## config.mk

```make
export PLATFORM = sky130hd
export DESIGN_NAME = demux4x32_reg_flat
export DESIGN_NICKNAME = d
export VERILOG_FILES = /design/src/rtl/demux4x32_reg_if.sv /design/src/rtl/demux4x32_reg.sv /design/src/flat_wrapper.sv
export SDC_FILE = /design/constraint.sdc
export NUM_CORES = 1
export LEC_CHECK = 0
export CELL_PAD_IN_SITES_DETAIL_PLACEMENT = 0
export CELL_PAD_IN_SITES_GLOBAL_PLACEMENT = 1
export CORE_AREA = 2 2 136 204
export DETAILED_ROUTE_END_ITERATION = 10
export DIE_AREA = 0 0 138 206
export PLACE_DENSITY_LB_ADDON = 0.1
export SLEW_MARGIN = 30
export SYNTH_ARGS = -nofsm -noshare
export SYNTH_HDL_FRONTEND = slang
export SYNTH_SLANG_ARGS = --single-unit
```

## constraint.sdc

```tcl
create_clock -name clk -period 2.2 [get_ports clk]
set_input_delay 0.33 -clock clk [delete_from_list [all_inputs] [get_ports clk]]
set_output_delay 0.33 -clock clk [all_outputs]
set_load 0.01 [all_outputs]
```

## src/rtl/demux4x32_reg_if.sv

```systemverilog
// Bus bundle for the registered 1-to-4 distributor.
// One producer-side valid/ready port and four consumer channels, each with its own
// word and delivered-transfer counter. The master modport is the environment that
// drives the producer and the consumers. The slave modport is the distributor itself.
interface demux4x32_reg_if #(
  parameter int WIDTH = 32,
  parameter int CNT_W = 16
);
  // producer side
  logic             in_valid;
  logic             in_ready;
  logic [WIDTH-1:0] in_data;
  logic [1:0]       in_sel;

  // consumer side
  logic [3:0]       out_valid;
  logic [3:0]       out_ready;
  logic [WIDTH-1:0] out_data0;
  logic [WIDTH-1:0] out_data1;
  logic [WIDTH-1:0] out_data2;
  logic [WIDTH-1:0] out_data3;
  logic [CNT_W-1:0] xfer_cnt0;
  logic [CNT_W-1:0] xfer_cnt1;
  logic [CNT_W-1:0] xfer_cnt2;
  logic [CNT_W-1:0] xfer_cnt3;

  modport master (
    output in_valid, in_data, in_sel, out_ready,
    input  in_ready, out_valid,
    input  out_data0, out_data1, out_data2, out_data3,
    input  xfer_cnt0, xfer_cnt1, xfer_cnt2, xfer_cnt3
  );

  modport slave (
    input  in_valid, in_data, in_sel, out_ready,
    output in_ready, out_valid,
    output out_data0, out_data1, out_data2, out_data3,
    output xfer_cnt0, xfer_cnt1, xfer_cnt2, xfer_cnt3
  );
endinterface

```

## src/rtl/demux4x32_reg.sv

```systemverilog
// Registered 1-to-4 distributor.
// A word plus a 2-bit destination select is accepted over valid/ready and parked in
// the selected channel's one-entry output register. Every channel runs its own
// EMPTY/FULL machine, so a stalled consumer only blocks words aimed at its channel.
// A FULL channel that drains in the same cycle can take a new word at once,
// which sustains one word per cycle per channel.
module demux4x32_reg #(
  parameter int WIDTH = 32,
  parameter int CNT_W = 16
) (
  input  logic             clk,
  input  logic             clrn,
  demux4x32_reg_if.slave   bus
);

  typedef enum logic {
    EMPTY = 1'b0,
    FULL  = 1'b1
  } chan_state_t;

  // per-channel status gathered into flat vectors for the shared input path
  logic [3:0]         w_valid;
  logic [4*WIDTH-1:0] w_data_flat;
  logic [4*CNT_W-1:0] w_cnt_flat;

  logic               w_in_ready;
  logic               w_accept;

  // Readiness of the addressed channel only. Forced low while reset is asserted,
  // so nothing is accepted into a register that is being cleared.
  assign w_in_ready = clrn & (~w_valid[bus.in_sel] | bus.out_ready[bus.in_sel]);
  assign w_accept   = bus.in_valid & w_in_ready;

  assign bus.in_ready  = w_in_ready;
  assign bus.out_valid = w_valid;

  assign bus.out_data0 = w_data_flat[0*WIDTH +: WIDTH];
  assign bus.out_data1 = w_data_flat[1*WIDTH +: WIDTH];
  assign bus.out_data2 = w_data_flat[2*WIDTH +: WIDTH];
  assign bus.out_data3 = w_data_flat[3*WIDTH +: WIDTH];

  assign bus.xfer_cnt0 = w_cnt_flat[0*CNT_W +: CNT_W];
  assign bus.xfer_cnt1 = w_cnt_flat[1*CNT_W +: CNT_W];
  assign bus.xfer_cnt2 = w_cnt_flat[2*CNT_W +: CNT_W];
  assign bus.xfer_cnt3 = w_cnt_flat[3*CNT_W +: CNT_W];

  genvar gi;
  generate
    for (gi = 0; gi < 4; gi++) begin : g_chan
      chan_state_t      r_state;
      chan_state_t      w_state_next;
      logic             w_load;
      logic             w_acc;
      logic             w_drain;
      logic [WIDTH-1:0] r_data;
      logic [CNT_W-1:0] r_cnt;

      // A word addressed here is taken. A held word leaves when its consumer is ready.
      assign w_acc   = w_accept & (bus.in_sel == 2'(gi));
      assign w_drain = (r_state == FULL) & bus.out_ready[gi];

      // channel state register. Words held at reset are dropped, not delivered.
      always_ff @(posedge clk or negedge clrn) begin
        if (!clrn) begin
          r_state <= EMPTY;
        end else begin
          r_state <= w_state_next;
        end
      end

      // Next state and load enable. A refill in the drain cycle keeps the channel FULL.
      always_comb begin
        w_state_next = r_state;
        w_load       = 1'b0;
        case (r_state)
          EMPTY: begin
            if (w_acc) begin
              w_state_next = FULL;
              w_load       = 1'b1;
            end
          end
          FULL: begin
            if (w_acc) begin
              w_load = 1'b1;
            end else if (w_drain) begin
              w_state_next = EMPTY;
            end
          end
          default: begin
            w_state_next = EMPTY;
          end
        endcase
      end

      // Output word, written only on accept, so it is stable during a stall and kept after a drain.
      always_ff @(posedge clk or negedge clrn) begin
        if (!clrn) begin
          r_data <= '0;
        end else if (w_load) begin
          r_data <= bus.in_data;
        end
      end

      // Delivered-word counter. It advances once per drain and wraps naturally at full scale.
      always_ff @(posedge clk or negedge clrn) begin
        if (!clrn) begin
          r_cnt <= '0;
        end else if (w_drain) begin
          r_cnt <= r_cnt + 1'b1;
        end
      end

      assign w_valid[gi]                    = (r_state == FULL);
      assign w_data_flat[gi*WIDTH +: WIDTH] = r_data;
      assign w_cnt_flat[gi*CNT_W +: CNT_W]  = r_cnt;
    end
  endgenerate

endmodule

```

## src/flat_wrapper.sv

```systemverilog
// flat-port wrapper written by rule: the top's interface ports become plain ports
module demux4x32_reg_flat 
#(
  parameter int WIDTH = 32,
  parameter int CNT_W = 16
)
  (clk, clrn, bus_in_valid, bus_in_data, bus_in_sel, bus_out_ready, bus_in_ready, bus_out_valid, bus_out_data0, bus_out_data1, bus_out_data2, bus_out_data3, bus_xfer_cnt0, bus_xfer_cnt1, bus_xfer_cnt2, bus_xfer_cnt3);
  demux4x32_reg_if #(.WIDTH(WIDTH), .CNT_W(CNT_W)) bus_i ();
  input  logic clk;
  input  logic clrn;
  input wire logic [$bits(bus_i.in_valid)-1:0] bus_in_valid;
  input wire logic [$bits(bus_i.in_data)-1:0] bus_in_data;
  input wire logic [$bits(bus_i.in_sel)-1:0] bus_in_sel;
  input wire logic [$bits(bus_i.out_ready)-1:0] bus_out_ready;
  output wire logic [$bits(bus_i.in_ready)-1:0] bus_in_ready;
  output wire logic [$bits(bus_i.out_valid)-1:0] bus_out_valid;
  output wire logic [$bits(bus_i.out_data0)-1:0] bus_out_data0;
  output wire logic [$bits(bus_i.out_data1)-1:0] bus_out_data1;
  output wire logic [$bits(bus_i.out_data2)-1:0] bus_out_data2;
  output wire logic [$bits(bus_i.out_data3)-1:0] bus_out_data3;
  output wire logic [$bits(bus_i.xfer_cnt0)-1:0] bus_xfer_cnt0;
  output wire logic [$bits(bus_i.xfer_cnt1)-1:0] bus_xfer_cnt1;
  output wire logic [$bits(bus_i.xfer_cnt2)-1:0] bus_xfer_cnt2;
  output wire logic [$bits(bus_i.xfer_cnt3)-1:0] bus_xfer_cnt3;
  assign bus_i.in_valid = bus_in_valid;
  assign bus_i.in_data = bus_in_data;
  assign bus_i.in_sel = bus_in_sel;
  assign bus_i.out_ready = bus_out_ready;
  assign bus_in_ready = bus_i.in_ready;
  assign bus_out_valid = bus_i.out_valid;
  assign bus_out_data0 = bus_i.out_data0;
  assign bus_out_data1 = bus_i.out_data1;
  assign bus_out_data2 = bus_i.out_data2;
  assign bus_out_data3 = bus_i.out_data3;
  assign bus_xfer_cnt0 = bus_i.xfer_cnt0;
  assign bus_xfer_cnt1 = bus_i.xfer_cnt1;
  assign bus_xfer_cnt2 = bus_i.xfer_cnt2;
  assign bus_xfer_cnt3 = bus_i.xfer_cnt3;
  demux4x32_reg #(.WIDTH(WIDTH), .CNT_W(CNT_W)) u_core (.clk(clk), .clrn(clrn), .bus(bus_i));
endmodule
```

==> run summary, run 1 <==
Status: finished, final reports clean
Final Hold Fails: 0
Area growth syn-to-layout: 45.2%
Most frequent cells in the layout: 233 x clkdlybuf4s50_1, 196 x dfrtp_1, 97 x mux2_2
Initial antenna violation count: 0
Largest stage delay, worst path: 0.45 ns
Post-synthesis cell type count: 30
Crit-path cells: clkdlybuf4s50_1 > nand2b_4 > mux4_2 > and2_1 > clkdlybuf4s15_1
DP HPWL: 14.6 mm
TritonRoute pass-1 iters: 4
Reg2reg end: u_core.bus.out_data0[16]
Critical Path Start Type: input pin
Total CTS buffers: 17
Layout fillers: 2494
Global-route wire length before repair: 32.7 mm
Die Ht: 206 um
Largest net degree at the start of global routing: 121
I/O Pins: 238
Overflow after GRT: 0
Drt via density: 4.53
Fin cells: 1154
Mapped cell area: 7890 um2
Initial core utilization: 29.4%
Syn Area/Cell: 14.8 um2
# placed instances: 1117
Root Driver: clkbuf_16
Critical path type: in -> out
Worst-Margin Slew: 0.697 ns
Flops & latches, synth: 196
Max-cap violation count: 0
Core area: 26900 um2
Mapped Cells: 534
Commonest non-fill, non-tap cell in the layout: clkdlybuf4s50_1
DR vias: 5232
Fmax: 0.474 GHz
Clk slew on worst S/H paths: 0.07 ns
Slowest CP cell: clkdlybuf4s50_1
Post-Place Worst Slack: -0.307 ns
CP arrival: 1.78 ns
Layout Skew: 0.00956 ns
Final Util: 42.7%
FF-to-FF Start: u_core.g_chan[0].r_state
Routed Antenna Nets: 0
CP required: 1.87 ns
Die area: 28400 um2
Slew Limit Fails: 0
# rows: 74
CTS Sinks: 196
Internal reg-to-reg setup slack: 0.40 ns
Setup TNS: 0 ns
Gpl congestion: 0.715
H-tree Lvls: 4
Leakage Power: 4.95 nW
Syn_nets: 579
Post-Place Cell Area: 10800 um2
WL/cell: 17.9 um
RSZ-0062 raised after global routing: false
Final #Nets: 844
Relative slew slack: 53.6%
Peak VDD IR: 0.554 mV
CTS tree: done
Crit. End Element: output pin
Final period util: 95.9%
DRC viols: 0
Vias in the first global route: 5682
Share of layout cells above drive strength 1: 23.8%
IO buf count: 237
1st-iter DRT viols: 187
Number of synthesis warnings: 0
R2r worst-path depth: 5
All-Layer GR Usage: 14.8%
Critical Path Fanout Max: 2
Min-Delay Path Class: in -> async
Die W: 138 um
Clock Latency Late Sink: 0.44 ns
Finished Cell Area: 11500 um2
Routed WL: 20.7 mm
Antenna fix cells: 0
Max clock buf depth: 2
Final Setup Violations: 0
Min cycle time layout: 2.11 ns
Final setup margin: 0.0903 ns
Cell area power density: 932 nW/um2
Register area share after synthesis: 62.2%
==> report_power, final <==
part	leakage, nW	internal (mW)	switching, mW	total, mW
registers	2.46	4.26	0.466	4.72
clock network	0.284	1.74	1.40	3.14
logic	2.20	1.76	1.05	2.81
total	4.95	7.76	2.92	10.7
==> worst max-delay path: cells and delay by family <==
| kind | cells | cell delay (ns) |
|---|---|---|
| buffers and inverters | 2 | 0.68 |
| multiplexers | 1 | 0.45 |
| AND/OR/NAND/NOR | 2 | 0.33 |
==> metal layers <==
layer / vias up / GRT usage (%) / share of wire (%)
met1: 2676 / 15.8 / 37
met3: 21 / 6.09 / 7.8
met2: 141 / 26.5 / 53
li1: 2394 / - / -
met5: - / 0 / 0
met4: 0 / 5.21 / 1.9
==> layout make-up <==
class                   instances  area, um2  share of cell area [%]
inverters                       3       11.3                  0.0983
flip-flops and latches        196       4900                    42.8
repair buffers                264       2670                    23.3
clock buffers                  21        460                    4.02
multi-input cells             317       2860                    24.9
well taps                     342        428                    3.74
clock inverters                11        125                    1.09
==> per-stage QoR <==
| stage | power, mW | hold slack [ns] |
|---|---|---|
| after floorplan | 5.78 | 0.0344 |
| after global placement | 7.58 | 0.182 |
| after detailed placement | 7.64 | 0.183 |
| after CTS | 10.9 | 0.259 |
| after global routing | 11.2 | 0.281 |
| final | 10.7 | 0.291 |
==> worst max path at each step <==
stage	end	slack, ns	from
2_1_floorplan	u_core.bus.out_data0[10]	0.60	u_core.g_chan[0].r_state
3_3_place_gp	bus_in_ready	-0.31	bus_out_ready[3]
3_5_place_dp	bus_in_ready	-0.31	bus_out_ready[3]
6_report	bus_in_ready	0.09	bus_out_ready[2]
5_1_grt	bus_in_ready	0.04	u_core.g_chan[3].r_state
4_1_cts	bus_in_ready	0.007	u_core.g_chan[3].r_state
==> cell usage after synthesis <==
cell      count  area (um2)
and2_1        2        12.5
and3_1        4        25.0
and4_1        5        43.8
buf_2         4        20.0
buf_4         7        52.6
buf_6         7        78.8
dfrtp_1     196        4900
ha_1          4        50.1
inv_1         3        11.3
mux2_1        6        67.6
mux2_2       97        1090
mux2_4       29         435
mux4_2        1        22.5
nand2_1      30         113
nand2b_1      4        25.0
nand3_1      24         120
nand3_2       1        10.0
nand4_1      16         100
nor2_1       17        63.8
nor2b_1       1        6.26
nor3_1        9        45.0
nor3b_2       1        12.5
nor4_1        1        6.26
nor4_4        1        21.3
o21ai_0       1        5.00
or2_1         1        6.26
or2_2         1        6.26
or3_1         1        6.26
xnor2_1      44         385
xor2_1       16         140
==> sequential cells by signal, summed over array words and instances, names as in the netlist <==
signal,flops
u_core.bus.xfer_cnt3,16
u_core.bus.xfer_cnt1,16
u_core.g_chan.r_state,4
u_core.bus.out_data1,32
u_core.bus.out_data0,32
u_core.bus.out_data2,32
u_core.bus.out_data3,32
u_core.bus.xfer_cnt0,16
u_core.bus.xfer_cnt2,16
==> cell families (layout without fill, tap and decap cells) <==
family | count (synthesis) | after routing | synth area share, %
flip-flops | 196 | 196 | 62.2
multiplexers | 133 | 133 | 20.5
buffers and inverters | 21 | 299 | 2.06
AND/OR/NAND/NOR | 119 | 119 | 7.90
adder cells (fa/ha/maj) | 4 | 4 | 0.634
XOR/XNOR | 60 | 60 | 6.66
AO/OA/AOI/OAI | 1 | 1 | 0.0634
==> timing repair <==
action	in CTS	in global routing
hold buffers	1	0
setup buffers	3	1
endpoints found under the hold margin	8	0
endpoints found under the setup margin	1	1
gates resized for setup	5	2
Note: power is estimated with default switching activity, not from simulation.
==> run 2: changes to the inputs <==
Settings changed: CORE_AREA 2 2 136 204 to 2 2 121 182, DIE_AREA 0 0 138 206 to 0 0 123 184, SLEW_MARGIN 30 to 20.
==> run 2 against run 1 <==
  * Combinational power about the same
  * Die area decreased by 20%
  * Sequential power is essentially flat
  * Maximum frequency decreased by 2.1%
  * Utilization is 11 points higher
  * Register-to-register slack improved by 0.05 ns
  * Sequential share of layout area rose by 0.66 points
  * Clock skew down 0.00051 ns
  * Largest power group unchanged
  * Worst hold slack improved by 0.017 ns
==> run summary, run 2 (synthesis gave the netlist of run 1 again) <==
Overflow after GRT: 0 (unchanged)
Gpl congestion: 0.804 (+12%)
Largest net degree at the start of global routing: 132 (+9.1%)
IO buf count: 237 (unchanged)
Largest stage delay, worst path: 0.45 ns (about the same)
Status: finished, final reports clean
Crit. End Element: output pin
Sw frac: 26.9% (-0.44 points)
Layout fillers: 1812 (-27%)
CTS tree: done
Final Setup Violations: 0 (unchanged)
Min cycle time layout: 2.15 ns (+0.0450 ns)
DR vias: 5191 (-0.78%)
P_sw: 2.83 mW (-3.1%)
Commonest non-fill, non-tap cell in the layout: clkdlybuf4s50_1
Total CTS buffers: 17 (unchanged)
All-Layer GR Usage: 18.7% (+3.8 points)
Setup TNS: 0 ns (unchanged)
Initial core utilization: 37.6% (+8.2 points)
DP HPWL: 14.3 mm (-2.2%)
Clk slew on worst S/H paths: 0.07 ns (about the same)
Cell area power density: 932 nW/um2 (about the same)
Leakage Power: 4.91 nW (-0.81%)
Die area: 22600 um2 (-20%)
Relative slew slack: 50.7% (-2.8 points)
Total power: 10.5 mW (-1.5%)
Routed WL: 20.2 mm (-2.4%)
Die Ht: 184 um (-11%)
Peak VDD IR: 0.615 mV (+11%)
Die W: 123 um (-11%)
Most frequent cells in the layout: 233 x clkdlybuf4s50_1, 195 x dfrtp_1, 97 x mux2_2
TritonRoute pass-1 iters: 4 (unchanged)
WL/cell: 18.7 um (+4.6%)
Final #Nets: 840 (-0.47%)
H-tree Lvls: 4 (unchanged)
Vias in the first global route: 5821 (+2.4%)
Critical Path Fanout Max: 2 (unchanged)
CP arrival: 1.82 ns (+0.04 ns)
CTS Sinks: 196 (unchanged)
CP Buf/Inv Count: 2 (unchanged)
Fmax: 0.464 GHz (-2.1%)
I/O Pins: 238 (unchanged)
DRC viols: 0 (unchanged)
Routed Antenna Nets: 0 (unchanged)
Drt via density: 4.82 (+6.4%)
Top delay family on crit path: buffers and inverters
Crit-path cells: clkdlybuf4s50_1 > nand2b_1 > mux4_2 > and2_1 > dlygate4sd2_1
Final period util: 97.9% (+2.0 points)
RSZ-0062 raised after global routing: false
Clock Latency Late Sink: 0.42 ns (-0.02 ns)
Root Driver: clkbuf_16
Core area: 21000 um2 (-22%)
Max clock buf depth: 2 (unchanged)
Antenna fix cells: 0 (unchanged)
Flop pwr share: 45.1% (+0.9 points)
Share of layout cells above drive strength 1: 23.1% (-0.62 points)
P_int: 7.69 mW (-0.89%)
Area growth syn-to-layout: 43.0%
Critical Path Start Type: input pin
Final Hold Fails: 0 (unchanged)
Max-cap violation count: 0 (unchanged)
# rows: 65 (-12%)
1st-iter DRT viols: 152 (-19%)
Global-route wire length before repair: 32.2 mm (-1.5%)
Critical path type: in -> out
Comb pwr share: 26.7% (+0.4 points)
Slowest CP cell: mux4_2
Initial antenna violation count: 0 (unchanged)
Slew Limit Fails: 0 (unchanged)
CP required: 1.87 ns (about the same)
Min-Delay Path Class: in -> async
Hold Slack: 0.308 ns (+0.0174 ns)
Layout Skew: 0.00906 ns (-0.000506 ns)
Worst-Margin Slew: 0.739 ns (+0.0426 ns)
Clock share of power: 28.2% (-1.2 points)
==> run 2: changes by cell type in the layout (fill, tap and decap cells not counted), moves of 2 or more <==
cell,previous run,this run
nand2b_4,3,1
clkbuf_8,3,5
clkinv_4,2,0
buf_4,18,16
nand2b_1,1,3
==> run 2: worst reg2reg max path: stages, from the launching register on <==
cell and delay (ns):
dfrtp_1 0.38, buf_4 0.15, nor2b_1 0.16, nor4_4 0.27, buf_12 0.28, mux2_2 0.39
==> run 2: area by class of cell <==
| cell class | count | area (um2) | share of cell area (%) |
|---|---|---|---|
| Timing Repair Buffer | 260 | 2630 | 23.3 |
| Multi-Input combinational cell | 317 | 2840 | 25.2 |
| Sequential cell | 196 | 4910 | 43.5 |
| Clock buffer | 24 | 492 | 4.36 |
| Tap cell | 268 | 335 | 2.97 |
| Clock inverter | 8 | 73.8 | 0.654 |
| Inverter | 3 | 11.3 | 0.0998 |
==> run 2: timing repair <==
action / in CTS / in global routing
setup endpoints to repair: 1 / 1
hold endpoints to repair: 18 / 0
hold buffers: 1 / 0
resized for setup: 4 / 1
buffers inserted: 1 / 1
==> run 2: per-stage QoR <==
step                      worst slack (ns)  util (%)  cells  instance area, um2
final                               0.0452      53.8   1076               11300
after global routing               0.00644      53.8   1076               11300
after CTS                           0.0115      53.7   1075               11300
after detailed placement            -0.247      50.9   1041               10700
after global placement              -0.250      50.9   1041               10700
after floorplan                      0.603         -    534                7890
==> run 2: power groups by stage <==
stage / sequential (mW) / combinational, mW / clock, mW
floorplan: 5.03 / 0.751 / 0
global placement: 4.76 / 2.80 / 0
global route: 4.83 / 3.01 / 3.24
CTS: 4.74 / 2.87 / 3.08
detailed placement: 4.80 / 2.84 / 0
finish: 4.74 / 2.81 / 2.97
==> run 2: final timing paths <==
kind                                                from                       end  slack (ns)  cells after the start
worst max-delay path                    bus_out_ready[2]              bus_in_ready        0.05                      5
worst min-delay path                                clrn  u_core.g_chan[0].r_state        0.31                      2
worst max register to register  u_core.g_chan[0].r_state  u_core.bus.out_data0[27]        0.45                      5
worst min register to register  u_core.bus.xfer_cnt3[15]  u_core.bus.xfer_cnt3[15]        0.47                      1
max in group asynchronous                           clrn  u_core.bus.out_data2[18]        0.95                      3
min in group clk                        bus_out_ready[1]   u_core.bus.xfer_cnt1[0]        0.31                      3
==> run 2: per-layer routing <==
layer	GRT usage [%]	part of all wire, %
met2	32.2	52
met4	6.36	1.8
met1	20.8	38
met5	0	0
met3	7.29	8.2
